## src/rtl/vga_axil_cfg_ctrl.sv

```systemverilog
// AXI-Lite configuration slave for the VGA pipeline: staging register bank behind
// independent write/read channel FSMs, committed to cfg_* only at frame boundaries.
module vga_axil_cfg_ctrl #(
    parameter int AXIL_ADDR_W = 8,
    parameter int AXIL_DATA_W = 32
) (
    input  logic                       clk,
    input  logic                       arst_n,
    // write address / data / response channels
    input  logic [AXIL_ADDR_W-1:0]     awaddr,
    input  logic                       awvalid,
    output logic                       awready,
    input  logic [AXIL_DATA_W-1:0]     wdata,
    input  logic [AXIL_DATA_W/8-1:0]   wstrb,
    input  logic                       wvalid,
    output logic                       wready,
    output logic [1:0]                 bresp,
    output logic                       bvalid,
    input  logic                       bready,
    // read address / data channels
    input  logic [AXIL_ADDR_W-1:0]     araddr,
    input  logic                       arvalid,
    output logic                       arready,
    output logic [AXIL_DATA_W-1:0]     rdata,
    output logic [1:0]                 rresp,
    output logic                       rvalid,
    input  logic                       rready,
    // timing generator side
    input  logic                       frame_start_i,
    output logic                       cfg_enable_o,
    output logic [11:0]                cfg_h_active_o,
    output logic [11:0]                cfg_v_active_o,
    output logic [11:0]                cfg_color_o
);

    localparam int IDX_W = AXIL_ADDR_W - 2;

    localparam logic [1:0]  RESP_OKAY   = 2'b00;
    localparam logic [1:0]  RESP_SLVERR = 2'b10;

    localparam logic [11:0] H_ACTIVE_RST = 12'd640;
    localparam logic [11:0] V_ACTIVE_RST = 12'd480;

    typedef enum logic [2:0] {
        SEL_CTRL,
        SEL_H_ACTIVE,
        SEL_V_ACTIVE,
        SEL_COLOR,
        SEL_STATUS,
        SEL_NONE
    } reg_sel_e;

    typedef enum logic { W_IDLE, W_RESP } w_state_e;
    typedef enum logic { R_IDLE, R_DATA } r_state_e;

    // Word-aligned decode; the two byte-offset bits never take part.
    function automatic reg_sel_e decode(input logic [AXIL_ADDR_W-1:0] addr);
        logic [IDX_W-1:0] idx;
        idx = addr[AXIL_ADDR_W-1:2];
        case (idx)
            IDX_W'(0): return SEL_CTRL;
            IDX_W'(1): return SEL_H_ACTIVE;
            IDX_W'(2): return SEL_V_ACTIVE;
            IDX_W'(3): return SEL_COLOR;
            IDX_W'(4): return SEL_STATUS;
            default:   return SEL_NONE;
        endcase
    endfunction

    // Every field fits in byte lanes 0 and 1, so only those strobes matter.
    function automatic logic [11:0] merge_field(
        input logic [11:0] cur,
        input logic [11:0] data,
        input logic [1:0]  strb
    );
        logic [11:0] res;
        res[7:0]  = strb[0] ? data[7:0]  : cur[7:0];
        res[11:8] = strb[1] ? data[11:8] : cur[11:8];
        return res;
    endfunction

    // ------------------------------------------------------------------
    // Staging bank and commit state
    // ------------------------------------------------------------------
    logic        stg_enable;
    logic [11:0] stg_h_active;
    logic [11:0] stg_v_active;
    logic [11:0] stg_color;
    logic        pending;
    logic        commit_now;

    // ------------------------------------------------------------------
    // Write channel
    // ------------------------------------------------------------------
    w_state_e    w_state;
    logic        aw_held;
    logic        w_held;
    reg_sel_e    aw_sel_q;
    logic [11:0] w_data_q;
    logic [1:0]  w_strb_q;

    logic        aw_fire;
    logic        w_fire;
    logic        wr_go;
    logic        wr_ok;
    reg_sel_e    wr_sel;
    logic [11:0] wr_data;
    logic [1:0]  wr_strb;

    // NOTE: every always_comb output gets a default first so no path can infer a latch.
    always_comb begin
        aw_fire = awvalid && awready;
        w_fire  = wvalid && wready;
        wr_sel  = aw_held ? aw_sel_q : decode(awaddr);
        wr_data = w_held  ? w_data_q : wdata[11:0];
        wr_strb = w_held  ? w_strb_q : wstrb[1:0];
        wr_go   = (w_state == W_IDLE) && (aw_held || aw_fire) && (w_held || w_fire);
        wr_ok   = wr_go && (wr_sel != SEL_STATUS) && (wr_sel != SEL_NONE);
    end

    // NOTE: sequential state uses non-blocking assignments only, so every block sees pre-edge values.
    always_ff @(posedge clk) begin
        if (!arst_n) begin
            w_state  <= W_IDLE;
            awready  <= 1'b1;
            wready   <= 1'b1;
            bvalid   <= 1'b0;
            bresp    <= RESP_OKAY;
            aw_held  <= 1'b0;
            w_held   <= 1'b0;
            aw_sel_q <= SEL_NONE;
            w_data_q <= '0;
            w_strb_q <= '0;
        end else begin
            case (w_state)
                W_IDLE: begin
                    if (wr_go) begin
                        aw_held <= 1'b0;
                        w_held  <= 1'b0;
                        awready <= 1'b0;
                        wready  <= 1'b0;
                        bvalid  <= 1'b1;
                        bresp   <= wr_ok ? RESP_OKAY : RESP_SLVERR;
                        w_state <= W_RESP;
                    end else begin
                        // Only one half has arrived: park it and close that channel.
                        if (aw_fire) begin
                            aw_held  <= 1'b1;
                            awready  <= 1'b0;
                            aw_sel_q <= decode(awaddr);
                        end
                        if (w_fire) begin
                            w_held   <= 1'b1;
                            wready   <= 1'b0;
                            w_data_q <= wdata[11:0];
                            w_strb_q <= wstrb[1:0];
                        end
                    end
                end
                W_RESP: begin
                    if (bready) begin
                        bvalid  <= 1'b0;
                        awready <= 1'b1;
                        wready  <= 1'b1;
                        w_state <= W_IDLE;
                    end
                end
                default: w_state <= W_IDLE;
            endcase
        end
    end

    // ------------------------------------------------------------------
    // Staging writes and frame-synchronous commit
    // ------------------------------------------------------------------
    assign commit_now = pending && (frame_start_i || !cfg_enable_o);

    always_ff @(posedge clk) begin
        if (!arst_n) begin
            stg_enable     <= 1'b0;
            stg_h_active   <= H_ACTIVE_RST;
            stg_v_active   <= V_ACTIVE_RST;
            stg_color      <= '0;
            cfg_enable_o   <= 1'b0;
            cfg_h_active_o <= H_ACTIVE_RST;
            cfg_v_active_o <= V_ACTIVE_RST;
            cfg_color_o    <= '0;
            pending        <= 1'b0;
        end else begin
            if (commit_now) begin
                cfg_enable_o   <= stg_enable;
                cfg_h_active_o <= stg_h_active;
                cfg_v_active_o <= stg_v_active;
                cfg_color_o    <= stg_color;
                pending        <= 1'b0;
            end
            // A write landing on a commit cycle wins: the commit above took the
            // old staging values and the new ones stay pending for next frame.
            if (wr_ok) begin
                pending <= 1'b1;
                case (wr_sel)
                    SEL_CTRL:     stg_enable   <= wr_strb[0] ? wr_data[0] : stg_enable;
                    SEL_H_ACTIVE: stg_h_active <= merge_field(stg_h_active, wr_data, wr_strb);
                    SEL_V_ACTIVE: stg_v_active <= merge_field(stg_v_active, wr_data, wr_strb);
                    SEL_COLOR:    stg_color    <= merge_field(stg_color, wr_data, wr_strb);
                    default:      ;
                endcase
            end
        end
    end

    // ------------------------------------------------------------------
    // Read channel
    // ------------------------------------------------------------------
    r_state_e               r_state;
    reg_sel_e               rd_sel;
    logic [AXIL_DATA_W-1:0] rd_word;
    logic [1:0]             rd_resp;

    always_comb begin
        rd_sel  = decode(araddr);
        rd_word = '0;
        rd_resp = RESP_OKAY;
        case (rd_sel)
            SEL_CTRL:     rd_word[0]    = stg_enable;
            SEL_H_ACTIVE: rd_word[11:0] = stg_h_active;
            SEL_V_ACTIVE: rd_word[11:0] = stg_v_active;
            SEL_COLOR:    rd_word[11:0] = stg_color;
            SEL_STATUS:   rd_word[0]    = pending;
            default:      rd_resp       = RESP_SLVERR;
        endcase
    end

    always_ff @(posedge clk) begin
        if (!arst_n) begin
            r_state <= R_IDLE;
            arready <= 1'b1;
            rvalid  <= 1'b0;
            rresp   <= RESP_OKAY;
            rdata   <= '0;
        end else begin
            case (r_state)
                R_IDLE: begin
                    if (arvalid) begin
                        rdata   <= rd_word;
                        rresp   <= rd_resp;
                        rvalid  <= 1'b1;
                        arready <= 1'b0;
                        r_state <= R_DATA;
                    end
                end
                R_DATA: begin
                    if (rready) begin
                        rvalid  <= 1'b0;
                        arready <= 1'b1;
                        r_state <= R_IDLE;
                    end
                end
                default: r_state <= R_IDLE;
            endcase
        end
    end

    // Byte-offset address bits and data/strobe lanes above bit 11 carry no state.
    logic unused_bits;
    assign unused_bits = ^{awaddr[1:0], araddr[1:0],
                           wdata[AXIL_DATA_W-1:12], wstrb[AXIL_DATA_W/8-1:2]};

endmodule

```

## config.mk

```make
export PLATFORM = sky130hd
export DESIGN_NAME = vga_axil_cfg_ctrl
export DESIGN_NICKNAME = d
export VERILOG_FILES = /design/src/rtl/vga_axil_cfg_ctrl.sv
export SDC_FILE = /design/constraint.sdc
export NUM_CORES = 1
export LEC_CHECK = 0
export ABC_AREA = 1
export CAP_MARGIN = 20
export CELL_PAD_IN_SITES_DETAIL_PLACEMENT = 0
export CELL_PAD_IN_SITES_GLOBAL_PLACEMENT = 1
export CORE_MARGIN = 2
export CORE_UTILIZATION = 33
export CTS_CLUSTER_DIAMETER = 120
export CTS_CLUSTER_SIZE = 25
export DETAILED_ROUTE_END_ITERATION = 8
export GPL_TIMING_DRIVEN = 0
export PLACE_DENSITY = 0.8
export SLEW_MARGIN = 25
export SYNTH_ARGS = -nofsm -noshare
export SYNTH_HDL_FRONTEND = slang
export SYNTH_SLANG_ARGS = --single-unit
```

## constraint.sdc

```tcl
create_clock -name clk -period 2.2 [get_ports clk]
set_clock_uncertainty 0.05 [all_clocks]
set_input_delay 0.55 -clock clk [delete_from_list [all_inputs] [get_ports clk]]
set_output_delay 0.55 -clock clk [all_outputs]
set_load 0.02 [all_outputs]
```

==> impl_metrics.py <==
metrics = {
    "cts": {
        "clk_latency_ns": 0.41,
        "cts_root_buf": "clkbuf_16",
        "numCtsBuffers": 17,
        "clkTransAtPathRegs_ns": 0.05,
        "cts_max_level": 4,
        "cts_tree": "built",
        "clock_sinks": 115,
        "cts_hold_buffers": 0,
        "clock_path_buffers": 2,
    },
    "layout": {
        "drive_gt1_frac": 0.1102,
        "final_cell_area_mm2": 0.006696,
        "stdcell_count": 1019,
        "num_antenna_cells": 0,
        "area_growth_pct": 37.80,
        "nNetsFinal": 882,
    },
    "synthesis": {
        "synthTopCellsByArea": "dfxtp_1 (47%), nand2_1 (14%), nor2_1 (12%)",
        "dominantRegCellSynth": "dfxtp_1",
        "synth_cells": 692,
        "yosysTopAreaCellShare": 0.4737,
        "synth-async-reset-ratio": 0,
        "yosysUniqueCellTypes": 29,
        "synth_seq_cells": 115,
        "synth_edf_count": 0,
        "ys_warn_count": 0,
        "yosysTopAreaCell": "dfxtp_1",
        "yosys-top-cells-count": "nand2_1 (176), nor2_1 (161), dfxtp_1 (115)",
        "ys_seq_area_frac": 0.4737,
        "syn_area_mm2": 0.004860,
        "post-synth-top-count-cell": "nand2_1",
        "syn_area_per_cell_um2": 7.023,
    },
    "routing": {
        "wl_um": 13510,
        "drt-vias-per-instance": 4.494,
        "wl_per_cell_um": 13.26,
        "drc": 0,
        "dr_total_vias": 4579,
        "dr.pass1.iters": 5,
        "drtIter0Drc": 275,
        "ant_nets": 0,
    },
    "place": {
        "dpl.cell_count": 986,
        "place_congestion": 0.7916,
        "placed_area_mm2": 0.006060,
        "hpwl_um": 10080,
        "portBuffers": 89,
    },
    "min_path": {
        "min_path_type": "register to register",
    },
    "timing": {
        "fin_crit_ns": 2.028,
        "tightest_slew_ns": 0.6443,
        "period_share": 0.9217,
        "setup_viol": 0,
        "slew_headroom": 0.5659,
        "rsz0062_at_grt": "no",
        "fmax_ghz": 0.4931,
        "hold_violations": 0,
        "final_max_slew_viol_count": 0,
    },
    "grt": {
        "grt.overflow.total": 0,
        "gr-usage-met1": 0.2348,
        "grt_start_max_net_pins": 17,
        "grtUsageMet3": 0.03937,
        "grt_pass1_vias": 4268,
        "grt_pass1_wl_um": 21570,
        "grtUsageMet2": 0.2794,
        "track_usage": 0.1751,
        "antenna_found_initial": 0,
        "top_usage_layer": "met2",
    },
    "power_and_ir_drop": {
        "finalPower_mw": 5.773,
        "p_per_area_mw_per_mm2": 862.2,
        "leakage_nw": 2.903,
        "ir_drop_v": 0.0005192,
    },
    "floorplan": {
        "fp-row-count": 44,
        "num_io_pins": 138,
        "dieArea_mm2": 0.01571,
        "die_x_um": 125.4,
        "initial_core_util": 0.3356,
        "core_area_mm2": 0.01448,
        "die_y_um": 125.4,
    },
    "run_status": {
        "outcome": "complete, no violations",
    },
    "setup_path": {
        "critPathTopFamily": "buffers and inverters",
        "slowest_stage": "clkdlybuf4s50_1",
        "crit_fanout": 4,
        "required_ns": 1.60,
        "slowest_delay_ns": 0.63,
        "critPathBufInv": 1,
        "path_class": "register to output port",
        "crit_arrival_ns": 1.43,
        "crit_path_end_kind": "output port",
        "startpoint_type": "register",
        "crit_chain": "clkdlybuf4s50_1",
    },
    "run": {
        "max_cap_viol_count": 0,
    },
}
metrics by stage:
step,setup WS [ns],utilization,TNS [ns],hold WS [ns]
6_report,0.1722,0.4625,0,0.3950
5_1_grt,0.007728,0.4625,0,0.4196
3_3_place_gp,-0.4043,0.4185,-23.55,0.3808
2_1_floorplan,0.4321,-,0,0.3763
4_1_cts,0.06003,0.4602,0,0.3989
3_5_place_dp,-0.3446,0.4185,-22.06,0.3853
placed cells by master, fill, tap and decap left out, types with 6 or more instances in the layout:
cell type and count:
nand2_1 176, nor2_1 159, dfxtp_1 115, clkdlybuf4s50_1 89, o21ai_0 69, inv_1 28
nand3_1 28, a21oi_1 26, buf_4 26, conb_1 22, clkbuf_1 20, clkbuf_16 17
nor2_2 6, clkinv_2 6
cell families (layout without fill, tap and decap cells):
group / Yosys count / in the layout / synth area share
compound gates: 102 / 102 / 0.1089
mux: 3 / 3 / 0.006179
flops: 115 / 115 / 0.4737
other cells: 1 / 22 / 0.0007717
buf+inv: 86 / 208 / 0.08831
simple gates: 385 / 385 / 0.3221
worst min-delay path, delay by kind of cell, from the launching register on:
kind             cells  cell delay, ns
AND/OR/NAND/NOR      2            0.09
flip-flops           1            0.32
routing by layer:
layer  part of all wire  vias up
li1                   -     2406
met1               0.49     2048
met2               0.45      114
met3              0.046       11
met4              0.015        0
met5                  0        -
power by group:
group	leakage [nW]	total (mW)	switching [mW]	internal [mW]
Combinational	1.67	0.720	0.442	0.277
Clock	0.296	2.82	0.958	1.86
Sequential	0.933	2.24	0.0531	2.18
final cells by class:
| cell class | instances | area [um^2] |
|---|---|---|
| clock buffer | 22 | 474.2 |
| tap | 184 | 230.2 |
| sequential | 115 | 2302 |
| inverter | 34 | 128.9 |
| fill | 1538 | 7782 |
| timing repair buffer | 90 | 898.4 |
| buffer | 52 | 306.5 |
| clock inverter | 10 | 130.1 |
| multi-input combinational | 512 | 2226 |
sequential cells by signal, indices dropped and copies added, names as in the netlist, 3 cells and up:
name,cells
w_data_q,12
rdata,12
cfg_color_o,12
cfg_v_active_o,12
stg_h_active,12
stg_v_active,12
aw_sel_q,3
cfg_h_active_o,12
stg_color,12
timing repair:
| action | 4_1_cts | 5_1_grt |
|---|---|---|
| setup endpoints to repair | 0 | 27 |
| setup buffers | 0 | 1 |
| gates resized for setup | 0 | 10 |
path summary, 6_finish.rpt:
kind	start	end	slack, ns	cells past startpoint
worst max-delay path	cfg_enable_o	cfg_enable_o	0.17	1
worst min-delay path	arready	arready	0.40	2
worst min register to register	arready	arready	0.40	2
worst max register to register	wready	stg_h_active[6]	0.40	10
(Power assumes the default switching activity.)
==> edit: new RTL, config.mk and constraints unchanged <==
Encoding of `reg_sel_e`: now one-hot (6 bits for 6 values).
--- a/src/rtl/vga_axil_cfg_ctrl.sv
+++ b/src/rtl/vga_axil_cfg_ctrl.sv
@@ -42,11 +42,11 @@
     localparam logic [11:0] V_ACTIVE_RST = 12'd480;
 
-    typedef enum logic [2:0] {
-        SEL_CTRL,
-        SEL_H_ACTIVE,
-        SEL_V_ACTIVE,
-        SEL_COLOR,
-        SEL_STATUS,
-        SEL_NONE
+    typedef enum logic [5:0] {
+        SEL_CTRL     = 6'b000001,
+        SEL_H_ACTIVE = 6'b000010,
+        SEL_V_ACTIVE = 6'b000100,
+        SEL_COLOR    = 6'b001000,
+        SEL_STATUS   = 6'b010000,
+        SEL_NONE     = 6'b100000
     } reg_sel_e;
 
Behaviour: same outputs for any inputs over 4 cycles, from zero or initial values and one cycle with arst_n low; so few cycles prove little.
==> edit against the unedited design <==
Routed wire length increased by 13%. Synthesized cell count is 7.1% higher. Sequential cell count up 3. Design area rose by 9.4%. Worst setup slack lost 0.081 ns. Total power increased by 14%. Area after synthesis grew 8.8%. Largest cell class is now multi-input combinational cells.
==> edit: results (changes against the unedited design) <==
INFO  metric detail_route.vias_per_cell = 4.572 (+1.7%)
INFO  metric worst_r2r_endpoint = stg_v_active[5]
INFO  metric finalNetCount = 936 (+6.1%)
INFO  metric power_clock = 2.90 mW (+3%)
INFO  metric route.vias.total = 5052 (+10%)
INFO  metric global_route_wire_length_before_repair = 23920 um (+11%)
INFO  metric groute.layer.met1.usage = 0.2527 (+0.01795)
INFO  metric use_met2 = 0.2852 (+0.005821)
INFO  metric worst_hold_slack_across_all_endpoints = 0.3938 ns (-0.001217 ns)
INFO  metric drive_above_1_share = 0.1260 (+0.01580)
INFO  metric cp_data_arrival_time = 2.38 ns (+0.95 ns)
INFO  metric dr.pass1.iters = 4 (-1)
INFO  metric dpl_worst_slack = -0.4883 ns (-0.1437 ns)
INFO  metric placedCellCount = 1066 (+8.1%)
INFO  metric placer_s_final_routability_congestion_estimate = 0.8286 (+4.7%)
INFO  metric synth_compound_gate_area_share = 0.1261 (+0.01722)
INFO  metric rr_worst_depth = 7 (-3)
INFO  metric crit_path_max_incr_delay = 0.44 ns (-0.19 ns)
INFO  metric grt_use_met3 = 0.04031 (+0.0009427)
INFO  metric syn-instance-count = 741 (+7.1%)
INFO  metric dr_wl_met3 = 766 um (+23%)
INFO  metric fin_total_pwr = 6.566 mW (+14%)
INFO  metric number_of_library_cell_types_mapped_by_synthesis = 35 (+21%)
INFO  metric met2_length = 6679 um (+11%)
INFO  metric synth_commonest_cells = sky130_fd_sc_hd__nor2_1 (151), sky130_fd_sc_hd__nand2_1 (144), sky130_fd_sc_hd__dfxtp_1 (118)
INFO  metric placement.io_buffers = 88 (-1.1%)
INFO  metric cpLargestDelayFamily = simple AND/OR/NAND/NOR gates
INFO  metric regToRegSetupSlack = 0.16 ns (-0.24 ns)
INFO  metric drt_iter0_drc = 353 (+28%)
INFO  metric total_leakage_power = 3.196 nW (+10%)
INFO  metric netSwitchingFraction = 0.2805 (+0.02876)
INFO  metric grt_use_total = 0.1834 (+0.008327)
INFO  metric vdd_ir_drop_max = 0.0005616 V (+8.2%)
INFO  metric avgRoutedWirePerCell = 13.80 um (+4.1%)
INFO  metric post_dp_cell_area = 6518 sq um (+7.6%)
INFO  metric run_status = finished, final reports clean
edit: area by class of cell:
| class | instances | area, sq um | share of cell area |
|---|---|---|---|
| Buffer | 57 | 340.3 | 0.04645 |
| Timing Repair Buffer | 97 | 958.4 | 0.1308 |
| Timing Repair inverter | 1 | 7.507 | 0.001025 |
| Tap cell | 216 | 270.3 | 0.03689 |
| Inverter | 55 | 216.5 | 0.02954 |
| Clock buffer | 25 | 505.5 | 0.06899 |
| Clock inverter | 7 | 116.4 | 0.01588 |
| Sequential cell | 118 | 2362 | 0.3224 |
| Multi-Input combinational cell | 529 | 2550 | 0.3480 |
edit: worst max-delay path by stage:
stage / to / slack (ns) / cells after the start
3_3_place_gp: stg_h_active[7] / -0.48 / 10
5_1_grt: stg_color[6] / -0.03 / 7
2_1_floorplan: stg_h_active[3] / 0.34 / 11
3_5_place_dp: stg_h_active[7] / -0.49 / 10
6_report: stg_v_active[3] / 0.09 / 12
4_1_cts: stg_h_active[6] / 0.02 / 11
